==> src/rtl/if_fetch_unit_pkg.sv <==
// Shared types and constants for the instruction-fetch stage (if_fetch_unit).
package mips_if_pkg;

  typedef enum logic [1:0] {
    BOOT = 2'd0,
    RUN  = 2'd1,
    HALT = 2'd2
  } fetch_state_e;

  localparam logic [31:0] RESET_PC_DEF  = 32'h0000_0000;
  localparam logic [31:0] HALT_WORD_DEF = 32'hFFFF_FFFF;
  localparam logic [31:0] NOP_WORD_DEF  = 32'h0000_0000;
  localparam logic [31:0] PC_INC        = 32'd4;

  function automatic logic [31:0] align_word(input logic [31:0] addr);
    return {addr[31:2], 2'b00};
  endfunction

endpackage

==> src/rtl/if_fetch_unit_if.sv <==
// Bundle of IF-stage control, instruction-memory and IF/ID signals.
// FETCH_PERF_EN adds the perf_fetched / perf_bubbles counter outputs.
interface if_fetch_unit_if;
  logic        stall;
  logic        redirect;
  logic [31:0] redirect_target;
  logic [31:0] imem_addr;
  logic [31:0] imem_data;
  logic [31:0] if_id_instr;
  logic [31:0] if_id_pc4;
  logic        if_id_valid;
  logic        halted;
`ifdef FETCH_PERF_EN
  logic [31:0] perf_fetched;
  logic [31:0] perf_bubbles;
`endif

  modport master (
    input  stall, redirect, redirect_target, imem_data,
`ifdef FETCH_PERF_EN
    output perf_fetched, perf_bubbles,
`endif
    output imem_addr, if_id_instr, if_id_pc4, if_id_valid, halted
  );

  modport slave (
    output stall, redirect, redirect_target, imem_data,
`ifdef FETCH_PERF_EN
    input  perf_fetched, perf_bubbles,
`endif
    input  imem_addr, if_id_instr, if_id_pc4, if_id_valid, halted
  );
endinterface

==> src/rtl/if_fetch_unit_pc_sel.sv <==
// Combinational fetch-address and next-PC selection for if_fetch_unit.
module if_pc_sel
  import mips_if_pkg::*;
(
  input  fetch_state_e i_state,
  input  logic         i_stall,
  input  logic         i_redirect,
  input  logic [31:0]  i_redirect_target,
  input  logic         i_halt_hit,
  input  logic [31:0]  i_pc,
  input  logic [31:0]  i_pc_q,
  output logic [31:0]  o_imem_addr,
  output logic [31:0]  o_pc_nxt,
  output logic [31:0]  o_pc_q_nxt
);

  logic [31:0] w_target;
  assign w_target = align_word(i_redirect_target);

  // Priority: redirect, halt, stall (re-read held word), sequential advance
  always_comb begin
    o_imem_addr = i_pc;
    o_pc_nxt    = i_pc;
    o_pc_q_nxt  = i_pc_q;
    if (i_redirect) begin
      o_imem_addr = w_target;
      o_pc_nxt    = w_target + PC_INC;
      o_pc_q_nxt  = w_target;
    end else begin
      case (i_state)
        HALT: begin
          o_imem_addr = i_pc_q;
        end
        BOOT: begin
          o_pc_nxt   = i_pc + PC_INC;
          o_pc_q_nxt = i_pc;
        end
        RUN: begin
          if (i_stall) begin
            o_imem_addr = i_pc_q;
          end else if (i_halt_hit) begin
            o_imem_addr = i_pc;
          end else begin
            o_pc_nxt   = i_pc + PC_INC;
            o_pc_q_nxt = i_pc;
          end
        end
        default: begin
          o_imem_addr = i_pc;
        end
      endcase
    end
  end

endmodule

==> src/rtl/if_fetch_unit.sv <==
// Instruction-fetch stage: owns the PC; the memory output register doubles as IF/ID.
// Define FETCH_PERF_EN to add fetched/bubble performance counters.
module if_fetch_unit
  import mips_if_pkg::*;
#(
  parameter logic [31:0] RESET_PC  = RESET_PC_DEF,
  parameter logic [31:0] HALT_WORD = HALT_WORD_DEF,
  parameter logic [31:0] NOP_WORD  = NOP_WORD_DEF
) (
  input  logic             clk,
  input  logic             rst_n,
  if_fetch_unit_if.master  fetch_bus
);

  fetch_state_e r_state;
  fetch_state_e w_state_nxt;
  logic [31:0]  r_pc;
  logic [31:0]  r_pc_q;
  logic         r_valid_q;
  logic         w_valid_nxt;
  logic         w_halt_hit;
  logic [31:0]  w_imem_addr;
  logic [31:0]  w_pc_nxt;
  logic [31:0]  w_pc_q_nxt;

  assign w_halt_hit = r_valid_q && (fetch_bus.imem_data == HALT_WORD);

  if_pc_sel u_pc_sel (
    .i_state           (r_state),
    .i_stall           (fetch_bus.stall),
    .i_redirect        (fetch_bus.redirect),
    .i_redirect_target (fetch_bus.redirect_target),
    .i_halt_hit        (w_halt_hit),
    .i_pc              (r_pc),
    .i_pc_q            (r_pc_q),
    .o_imem_addr       (w_imem_addr),
    .o_pc_nxt          (w_pc_nxt),
    .o_pc_q_nxt        (w_pc_q_nxt)
  );

  // FSM next state and output-valid update
  always_comb begin
    w_state_nxt = r_state;
    w_valid_nxt = r_valid_q;
    if (fetch_bus.redirect) begin
      w_state_nxt = RUN;
      w_valid_nxt = 1'b1;
    end else begin
      case (r_state)
        BOOT: begin
          w_state_nxt = RUN;
          w_valid_nxt = 1'b1;
        end
        RUN: begin
          if (fetch_bus.stall) begin
            w_valid_nxt = r_valid_q;
          end else if (w_halt_hit) begin
            w_state_nxt = HALT;
            w_valid_nxt = 1'b0;
          end else begin
            w_valid_nxt = 1'b1;
          end
        end
        HALT: begin
          w_valid_nxt = 1'b0;
        end
        default: begin
          w_state_nxt = BOOT;
          w_valid_nxt = 1'b0;
        end
      endcase
    end
  end

  always_ff @(posedge clk) begin
    if (!rst_n) begin
      r_state   <= BOOT;
      r_pc      <= RESET_PC;
      r_pc_q    <= RESET_PC;
      r_valid_q <= 1'b0;
    end else begin
      r_state   <= w_state_nxt;
      r_pc      <= w_pc_nxt;
      r_pc_q    <= w_pc_q_nxt;
      r_valid_q <= w_valid_nxt;
    end
  end

  assign fetch_bus.imem_addr   = w_imem_addr;
  assign fetch_bus.if_id_valid = r_valid_q;
  assign fetch_bus.if_id_instr = r_valid_q ? fetch_bus.imem_data : NOP_WORD;
  assign fetch_bus.if_id_pc4   = r_pc_q + PC_INC;
  assign fetch_bus.halted      = (r_state == HALT);

`ifdef FETCH_PERF_EN
  logic [31:0] r_perf_fetched;
  logic [31:0] r_perf_bubbles;

  // Consumed instructions and empty non-halted slots
  always_ff @(posedge clk) begin
    if (!rst_n) begin
      r_perf_fetched <= 32'd0;
      r_perf_bubbles <= 32'd0;
    end else begin
      if (r_valid_q && !fetch_bus.stall) begin
        r_perf_fetched <= r_perf_fetched + 32'd1;
      end
      if (!r_valid_q && (r_state != HALT)) begin
        r_perf_bubbles <= r_perf_bubbles + 32'd1;
      end
    end
  end

  assign fetch_bus.perf_fetched = r_perf_fetched;
  assign fetch_bus.perf_bubbles = r_perf_bubbles;
`endif

endmodule

==> src/flat_wrapper.sv <==
// flat-port wrapper written by rule: the top's interface ports become plain ports
module if_fetch_unit_flat import mips_if_pkg::*;
#(
  parameter logic [31:0] RESET_PC  = RESET_PC_DEF,
  parameter logic [31:0] HALT_WORD = HALT_WORD_DEF,
  parameter logic [31:0] NOP_WORD  = NOP_WORD_DEF
)
  (clk, rst_n, fetch_bus_stall, fetch_bus_redirect, fetch_bus_redirect_target, fetch_bus_imem_data, fetch_bus_imem_addr, fetch_bus_if_id_instr, fetch_bus_if_id_pc4, fetch_bus_if_id_valid, fetch_bus_halted);
  if_fetch_unit_if fetch_bus_i ();
  input  logic clk;
  input  logic rst_n;
  input wire logic [$bits(fetch_bus_i.stall)-1:0] fetch_bus_stall;
  input wire logic [$bits(fetch_bus_i.redirect)-1:0] fetch_bus_redirect;
  input wire logic [$bits(fetch_bus_i.redirect_target)-1:0] fetch_bus_redirect_target;
  input wire logic [$bits(fetch_bus_i.imem_data)-1:0] fetch_bus_imem_data;
  output wire logic [$bits(fetch_bus_i.imem_addr)-1:0] fetch_bus_imem_addr;
  output wire logic [$bits(fetch_bus_i.if_id_instr)-1:0] fetch_bus_if_id_instr;
  output wire logic [$bits(fetch_bus_i.if_id_pc4)-1:0] fetch_bus_if_id_pc4;
  output wire logic [$bits(fetch_bus_i.if_id_valid)-1:0] fetch_bus_if_id_valid;
  output wire logic [$bits(fetch_bus_i.halted)-1:0] fetch_bus_halted;
  assign fetch_bus_i.stall = fetch_bus_stall;
  assign fetch_bus_i.redirect = fetch_bus_redirect;
  assign fetch_bus_i.redirect_target = fetch_bus_redirect_target;
  assign fetch_bus_i.imem_data = fetch_bus_imem_data;
  assign fetch_bus_imem_addr = fetch_bus_i.imem_addr;
  assign fetch_bus_if_id_instr = fetch_bus_i.if_id_instr;
  assign fetch_bus_if_id_pc4 = fetch_bus_i.if_id_pc4;
  assign fetch_bus_if_id_valid = fetch_bus_i.if_id_valid;
  assign fetch_bus_halted = fetch_bus_i.halted;
  if_fetch_unit #(.RESET_PC(RESET_PC), .HALT_WORD(HALT_WORD), .NOP_WORD(NOP_WORD)) u_core (.clk(clk), .rst_n(rst_n), .fetch_bus(fetch_bus_i));
endmodule
==> config.mk <==
export PLATFORM = sky130hd
export DESIGN_NAME = if_fetch_unit_flat
export DESIGN_NICKNAME = d
export VERILOG_FILES = /design/src/rtl/if_fetch_unit_pkg.sv /design/src/rtl/if_fetch_unit_if.sv /design/src/rtl/if_fetch_unit_pc_sel.sv /design/src/rtl/if_fetch_unit.sv /design/src/flat_wrapper.sv
export SDC_FILE = /design/constraint.sdc
export NUM_CORES = 1
export LEC_CHECK = 0
export BUFFER_PORTS_ARGS = -buffer_cell sky130_fd_sc_hd__buf_4
export CELL_PAD_IN_SITES_DETAIL_PLACEMENT = 1
export CELL_PAD_IN_SITES_GLOBAL_PLACEMENT = 2
export CORE_MARGIN = 2
export CORE_UTILIZATION = 31
export CTS_CLUSTER_SIZE = 14
export DETAILED_ROUTE_END_ITERATION = 10
export PLACE_DENSITY = 0.95
export SETUP_SLACK_MARGIN = 0.3
export SYNTH_ARGS = -nofsm -noshare
export SYNTH_HDL_FRONTEND = slang
export SYNTH_HIERARCHICAL = 1
export SYNTH_SLANG_ARGS = --single-unit
export TNS_END_PERCENT = 10
==> constraint.sdc <==
create_clock -name clk -period 3.5 [get_ports clk]
set_input_delay 0.175 -clock clk [delete_from_list [all_inputs] [get_ports clk]]
set_output_delay 0.175 -clock clk [all_outputs]
set_load 0.1 [all_outputs]
# [Word-level counts from Yosys, hierarchy flattened]
# Index checks and enable logic that the tools add are counted.
[classes] addsub=3 mul=0 div_mod_pow=0 magnitude_cmp=0 eq_ne=10 shift=0 mux=20 bitwise_logic=2 n_reduce_logical=9
[op_table] op="2-to-1 mux 32 bit" n=9
[op_table] op="case mux 32 bit (2 select lines)" n=3
[op_table] op="adder 32 x 3 -> 32 bit (second input constant)" n=3
[op_table] op="== test 32 bit (second input constant)" n=1
[op_table] op="AND reduction 3 bit" n=4
[op_table] op="inequality test 3 bit (second input constant)" n=3
[op_table] op="inequality test 2 bit (second input constant)" n=4
[op_table] op="case mux 2 bit (3 select lines)" n=1
[op_table] op="2-to-1 mux 1 bit" n=4
[op_table] op="2-to-1 mux 2 bit" n=2
[op_table] op="nonzero test 3 bit" n=1
[op_table] op="== test 2 x 1 -> 1 bit (second input constant)" n=1
[op_table] op="== test 2 bit (second input constant)" n=1
[op_table] op="zero test 2 bit" n=1
[op_table] op="NOT 1 bit" n=2
[op_table] op="case mux 1 bit (2 select lines)" n=1
[op_table] op="nonzero test 2 bit" n=1
[op_table] op="OR reduction 2 bit" n=1
[op_table] op="logical AND 1 bit" n=1
[totals] reg_bits=67 latch_bits=0 ramBits=0 rom_bits=0 inputBits=68 output_inout_bits=98 word_cells=50 n_memories=0

# [Logic depth before layout (Yosys ltp)]
# Gate-level depths: netlist (run 1).
[depth] depth_word=6 ltp_mapped=13 depth_no_buf=10

# [By module]
# Netlist (run 1), hierarchy kept.
[modules_own_cells] mod="if_fetch_unit" instances=1 cells_each=276 area_per_inst_um2=2711.4 seq_area_each_um2=1341.3
[modules_own_cells] mod="if_pc_sel" instances=1 cells_each=443 area_per_inst_um2=2676.3 seq_area_each_um2=0.0

# [Worst setup path after synthesis (run 1)]
# Ideal clock, no wire load.
[synth_path] path_type="flip-flop to flip-flop" startpoint="reg u_core.r_valid_q (netlist: u_core/fetch_bus.if_id_valid)" endpoint="reg u_core.r_pc_q[28]" setup_ps=115 arrival_ps=3538 required_ps=3385 setup_slack_ps=-153 path_stages_with_launch=12 path_buffers=3 period_less_slack_ps=3653 path_cell_list="dfxtp_1 > and2_1 > nand4_1 > inv_1 > nor3b_2 > or2_2 > clkbuf_1 > buf_2 > buf_2 > a22oi_1 > o21ai_0 > and2_1"
[synth_via] elab_chain_cells=3
[synth_rtl] element="start: declaration" line="if_fetch_unit.sv:19" rtl="logic r_valid_q;"
[synth_rtl] element="start signal: assignment" line="if_fetch_unit.sv:85" rtl="r_valid_q <= w_valid_nxt;"
[synth_rtl] element="logical AND 1 bit" line="if_fetch_unit.sv:26" rtl="assign w_halt_hit = r_valid_q && (fetch_bus.imem_data == HALT_WORD);"
[synth_rtl] element="net u_core.w_halt_hit" line="if_fetch_unit.sv:21" rtl="logic w_halt_hit;"
[synth_rtl] element="inequality test 3 bit (no line)"
[synth_rtl] element="AND reduction 3 bit (no line)"
[synth_rtl] element="end signal: assignment" line="if_fetch_unit.sv:84" rtl="r_pc_q <= w_pc_q_nxt;"
[synth_rtl] element="end: declaration" line="if_fetch_unit.sv:18" rtl="logic [31:0] r_pc_q;"
# The timed path passes the listed nets, and every way through them passes these cells.
# A chain may end at the register's enable or synchronous reset.

# [Final worst setup path (run 1)]
[layout_path] startpoint="reg u_core.r_valid_q (netlist: u_core/fetch_bus.if_id_valid)" endpoint="reg u_core.r_pc[11]"
[layout_via] elab_chain_cells=3
[layout_rtl] element="logical AND 1 bit" line="if_fetch_unit.sv:26"
[layout_rtl] element="net u_core.w_halt_hit" line="if_fetch_unit.sv:21"
[layout_rtl] element="inequality test 3 bit (no line)"
[layout_rtl] element="AND reduction 3 bit (no line)"
[layout_rtl] element="end signal: assignment" line="if_fetch_unit.sv:83" rtl="r_pc <= w_pc_nxt;"
[layout_rtl] element="end: declaration" line="if_fetch_unit.sv:17" rtl="logic [31:0] r_pc;"
# The timed path passes the listed nets, and every way through them passes these cells.

==> results of run 1 <==
-- power by group --
part | internal, mW | switching, mW | total, mW
Combinational | 0.267 | 0.763 | 1.03
Sequential | 0.809 | 0.0751 | 0.884
Clock | 0.611 | 0.351 | 0.962
Total | 1.69 | 1.19 | 2.88
-- stage by stage --
stage	hold WS (ns)	setup slack, ns	utilization (%)
floorplan	0.276	0.485	-
global placement	0.432	0.588	39.7
detailed placement	0.440	0.492	39.7
CTS	0.0764	0.440	41.5
global route	0.116	0.417	41.6
finish	0.0898	0.627	41.6
-- per-layer routing --
metal  part of all wire [%]  GRT usage (%)  vias to the layer above  routed length [um]
met2                     48           37.3                      196                9750
met3                    5.9           4.14                       21                1190
met5                      0              0                        -                   0
met1                     45           28.3                     2904                9050
met4                    1.3           6.66                        0                 269
li1                       -              -                     2892                   -
-- worst min-delay path by stage --
stage	startpoint	endpoint	slack [ns]	cells after the start
floorplan	fetch_bus_stall	u_core/r_state[1]	0.28	1
global placement	fetch_bus_stall	u_core/r_state[1]	0.43	2
detailed placement	fetch_bus_stall	u_core/r_state[1]	0.44	2
CTS	fetch_bus_stall	u_core/r_state[1]	0.08	2
global route	fetch_bus_stall	u_core/r_state[1]	0.12	2
finish	fetch_bus_stall	u_core/r_state[1]	0.09	2
-- area by class of cell --
class	instances	share of cell area, %
clock buffers	15	3.90
inverters	10	0.527
clock inverters	1	0.422
repair buffers	177	18.7
multi-input cells	592	53.7
flip-flops and latches	67	18.9
well taps	225	3.95
-- kinds of logic (layout without fill, tap and decap cells) --
group	after synthesis	count (layout)	synth area share, %
AO/OA/AOI/OAI	163	163	20.7
adder cells (fa/ha/maj)	6	6	1.39
buffers and inverters	60	203	4.48
AND/OR/NAND/NOR	355	355	37.1
flip-flops	67	67	24.9
multiplexers	13	13	2.42
XOR/XNOR	55	55	8.94
-- flip-flops by register name, summed over array words and instances (netlist names) --
name                          count
u_core/r_pc                      32
u_core/r_pc_q                    32
u_core/r_state                    2
u_core/fetch_bus.if_id_valid      1
-- critical path, stage by stage, from the launching register on --
cell and delay, ns:
dfxtp_2 0.31, and2_2 0.18, nand4_1 0.16, inv_1 0.11, nor3b_2 0.44, or2_2 0.57
buf_4 0.37, a31oi_1 0.13, a311o_1 0.34, o21ai_0 0.07, and2_1 0.14
-- Yosys cell counts (all sizes together), types with 2 or more instances --
cell type and instances:
nor4 8, a211oi 2, nand2b 5, and3 20
buf 13, xor2 23, and4 10, or3 3
nor3 9, nor3b 2, o22ai 2, o211a 3
inv 10, xnor2 32, nor2b 6, nand3 40
o211ai 5, a21oi 12, nand2 92, a22oi 62
o21ai 44, a221oi 2, and2 99, mux2i 13
clkbuf 37, o21a 2, a31oi 5, a311o 4
dfxtp 67, nand4b 4, a2bb2oi 2, o31ai 5
nand4 31, nor2 20, ha 6, a22o 3
nor4b 2
-- repair_timing --
item | CTS | global route
buffers inserted | 0 | 2
resized for setup | 1 | 0
setup endpoints to repair | 17 | 7
-- layout by cell type, fill, tap and decap left out, types with 23 or more instances in the layout --
cell,n
a22oi_1,62
and2_1,97
buf_4,177
dfxtp_1,66
nand2_1,92
nand3_1,39
nand4_1,30
o21ai_0,43
xnor2_1,32
xor2_1,23
==> reports/qor.yml, run 1 <==
fin_skew_ns: 0.00702
synth_seq_area_share_pct: 24.9
synth_nets: 793
rr_endpoint: "u_core/r_pc[11]"
holdBufCountCts: 0
cts_buffers: 9
rsz0062_at_grt: "no"
fp-row-count: 48
finalHoldViolCount: 0
core_area_mm2: 0.0171
instances_no_fill: 1087
fin_total_pwr_mw: 2.88
antenna_found_initial: 0
ys_ff_latch: 67
syn_to_final_growth_pct: 32.2
startpoint_type: "flip-flop"
fillers: 2139
syn_inst: 719
maxCapViolCount: 0
diodes: 0
worst_pin_slew_ns: 0.839
maxSlewViolCount: 0
syn_area_per_cell_um2: 7.49
ff2ff_path_depth: 10
critPathArrivalTime_ns: 3.16
dp.cells: 1069
dieArea_mm2: 0.0184
synth_top_area_share_pct: 24.9
setup_viol: 0
clk_pin_slew_ns: 0.06
first_iter_violations: 383
drt-pass1-iter-count: 5
design_area_mm2: 0.00712
cts_num_sinks: 67
p_per_area_mw_per_mm2: 404
synth.largest_area_cell: "dfxtp_1"
yosys_warnings: 6
r2r_start: "u_core/fetch_bus.if_id_valid"
cp_max_fo: 22
die_h_um: 136
tns_ns: 0
synth_flop_cell: "dfxtp_1"
vdd_drop_max_uv: 244
fp.dieW_um: 136
critPathCaptureType: "flip-flop"
syn_area_mm2: 0.00539
cts_buffer_depth: 2
period_share_pct: 82.1
wl_per_cell_um: 18.6
place_congestion: 0.798
clk_latency_ns: 0.35
min_path_type: "in -> reg"
htree_levels: 3
start_util_pct: 31.5
required_ns: 3.79
gr-total-overflow: 0
drc: 0
cts_root_buffer: "clkbuf_16"
synth_edf_count: 0
multi_input_area_mm2: 0.00382
vias: 6013
vias_per_cell: 5.53
layout_min_cycle_time_ns: 2.87
status: "complete, no violations"
cp-endpoint: "u_core/r_pc[11]"
io_pins: 166
final_antenna_net_count: 0
grt_pass1_wl_um: 32100
track_usage_pct: 22.0
port_buffers: 163
leakage_nw: 3.03
cts_tree: "yes"
grt_pass1_vias: 6108
final_layout_size_suffix_gt1_share_pct: 24.1
fmax_mhz: 348
crit_type: "reg -> reg"
ff2ff_setup_slack_ns: 0.63
crit_start: "u_core/fetch_bus.if_id_valid"
drt_wl_total_um: 20300
place_area_mm2: 0.00679
ys_types: 65
relSlewSlack_pct: 43.7
regArea_mm2: 0.00134
grt_max_degree: 73
finalNetCount: 931
synth-async-reset-ratio_pct: 0
place_hpwl_um: 14600
ys_top_cells_by_area: "dfxtp_1 (25%), and2_1 (11%), a22oi_1 (8.6%), nand2_1 (6.4%), xnor2_1 (5.2%)"
Power figures use the tool's default switching activity.
==> run 2, diff against run 1 <==
Settings changed: CORE_UTILIZATION 31 to 29, PLACE_DENSITY 0.95 to 0.91.
Clock period 3.5 ns to 2.7 ns, I/O delays scaled along.
==> run 2 against run 1 <==
  * Clock power up 17%
  * Highest routed layer unchanged
  * Sequential share of layout area down 0.26 points
  * Worst hold slack worse by 0.025 ns
  * Cell area rose by 2.1%
  * Worst setup slack worse by 0.28 ns
  * Wire length rose by 1.9%
  * Largest cell class unchanged
  * Utilization shrank 1.4 points
  * Combinational power up 33%
  * Clock skew up 0.00071 ns
==> reports/qor.yml, run 2 (synthesis gave the netlist of run 1 again) <==
required_ns: 2.57
track_usage_pct: 21.0
cts_buffers: 9
ff2ff_setup_slack_ns: 0.40
rsz0062_at_grt: "yes"
period_share_pct: 87.2
vias_per_cell: 5.43
critPathCaptureType: "output pin"
crit_type: "reg -> out"
cp_max_fo: 10
grt_max_degree: 68
cpPeakStageDelay_ns: 0.47
dieArea_mm2: 0.0197
port_buffers: 163
ff2ff_path_depth: 10
crit_chain: "nand4_4 > nor4b_4 > buf_4 > nand4_1 > xnor2_2 > buf_4"
die_h_um: 140
r2r_start: "u_core/r_state[1]"
htree_levels: 3
place_congestion: 0.823
power_frac_clock_pct: 31.1
fp-row-count: 49
leakage_nw: 3.07
drc: 0
finalHoldViolCount: 0
instances_no_fill: 1097
fp.dieW_um: 140
intPower_mw: 2.11
slowest_stage: "dfxtp_1"
setup_viol: 0
hold_end: "u_core/r_state[1]"
layout_min_cycle_time_ns: 2.35
worst_pin_slew_ns: 0.672
start_util_pct: 29.8
vdd_drop_max_uv: 286
io_pins: 166
maxSlewViolCount: 0
clk_latency_ns: 0.35
final_layout_size_suffix_gt1_share_pct: 27.2
critPathArrivalTime_ns: 2.22
crit_buf_inv: 2
min_path_cells: 2
dp.cells: 1082
holdCritStartpoint: "fetch_bus_stall"
status: "complete, no violations"
vias: 5958
power_frac_comb_pct: 37.4
drt-pass1-iter-count: 5
most-common-layout-cells: "buf_4 (177), and2_1 (98), nand2_1 (92), dfxtp_1 (60), a22oi_1 (54)"
syn_to_final_growth_pct: 35.0
diodes: 0
startpoint_type: "flip-flop"
clk_pin_slew_ns: 0.06
maxCapViolCount: 0
p_per_area_mw_per_mm2: 501
swShare_pct: 42.3
power.switching_mw: 1.54
crit_top_cell: "buf_4"
antenna_found_initial: 0
finalNetCount: 939
first_iter_violations: 385
relSlewSlack_pct: 54.8
cts_tree: "yes"
grt_pass1_wl_um: 33000
tns_ns: 0
reg_top3: "u_core/r_pc (32), u_core/r_pc_q (32), u_core/r_state (2)"
rr_endpoint: "u_core/r_pc[15]"
cts_buffer_depth: 2
drt_wl_total_um: 20600
grt_pass1_vias: 5905
place_hpwl_um: 15000
gr-total-overflow: 0
final_antenna_net_count: 0
wl_per_cell_um: 18.8
final_common_cell: "buf_4"
fillers: 2215
path_delay_family: "simple AND/OR/NAND/NOR gates"
cts_num_sinks: 67
p_seq_share_pct: 31.5
fin_skew_ns: 0.00772
cts_root_buffer: "clkbuf_16"
min_path_type: "in -> reg"
fmax_mhz: 425
core_area_mm2: 0.0181
==> run 2: final cells by class <==
class / count / area, um2 / share of cell area [%]
clock inverter: 2 / 10.0 / 0.138
tap: 229 / 287 / 3.94
multi-input combinational: 592 / 3890 / 53.5
inverter: 10 / 37.5 / 0.516
timing repair buffer: 185 / 1430 / 19.6
sequential: 67 / 1350 / 18.6
clock buffer: 12 / 268 / 3.68
==> run 2: stage by stage <==
step	worst slack [ns]	area (um2)	hold WS, ns	total power [mW]	utilization, %
finish	0.346	7270	0.0648	3.65	40.2
global route	0.253	7270	0.0618	3.80	40.2
CTS	0.273	7230	0.0422	3.68	40.0
detailed placement	0.240	6940	0.412	2.53	38.4
global placement	0.334	6940	0.402	2.51	38.4
floorplan	-0.275	5480	0.236	2.15	-
==> run 2: timing repair <==
item,in CTS,in global routing
pin swaps,1,1
hold buffers,0,0
cloned,0,0
gates resized for setup,6,13
endpoints found under the setup margin,15,48
setup buffers,0,1
==> run 2: power groups by stage <==
stage               Clock, mW  Sequential (mW)  Combinational, mW
floorplan                   0             1.14               1.01
global placement            0             1.16               1.35
detailed placement          0             1.17               1.36
CTS                      1.17             1.15               1.36
global route             1.21             1.16               1.43
finish                   1.13             1.15               1.37
==> run 2: metal layers <==
layer,global-route usage [%],vias up,routed length (um)
li1,-,2909,-
met1,28.3,2916,9590
met2,35.1,116,10100
met3,3.59,17,767
met4,5.05,0,208
met5,0,-,0
==> run 2: worst max path at each step <==
stage / startpoint / endpoint / slack, ns / cells after the start
finish: u_core/r_pc_q[10] / fetch_bus_if_id_pc4[27] / 0.35 / 6
global route: u_core/r_state[1] / fetch_bus_imem_addr[2] / 0.25 / 8
CTS: u_core/r_pc_q[8] / fetch_bus_if_id_pc4[31] / 0.27 / 6
detailed placement: fetch_bus_imem_data[14] / u_core/r_pc[6] / 0.24 / 12
global placement: fetch_bus_imem_data[14] / u_core/r_pc[6] / 0.33 / 12
floorplan: u_core/r_pc_q[7] / fetch_bus_if_id_pc4[29] / -0.27 / 4
==> run 2: worst register-to-register path, cell delays in order, from the launching register on <==
cell and delay [ns]:
dfxtp_2 0.34, inv_1 0.08, ha_1 0.26, nor3b_4 0.25, buf_4 0.18, nor2_2 0.08, buf_4 0.20, nand4b_1 0.18
a221oi_1 0.36, a21oi_1 0.07, and2_1 0.17
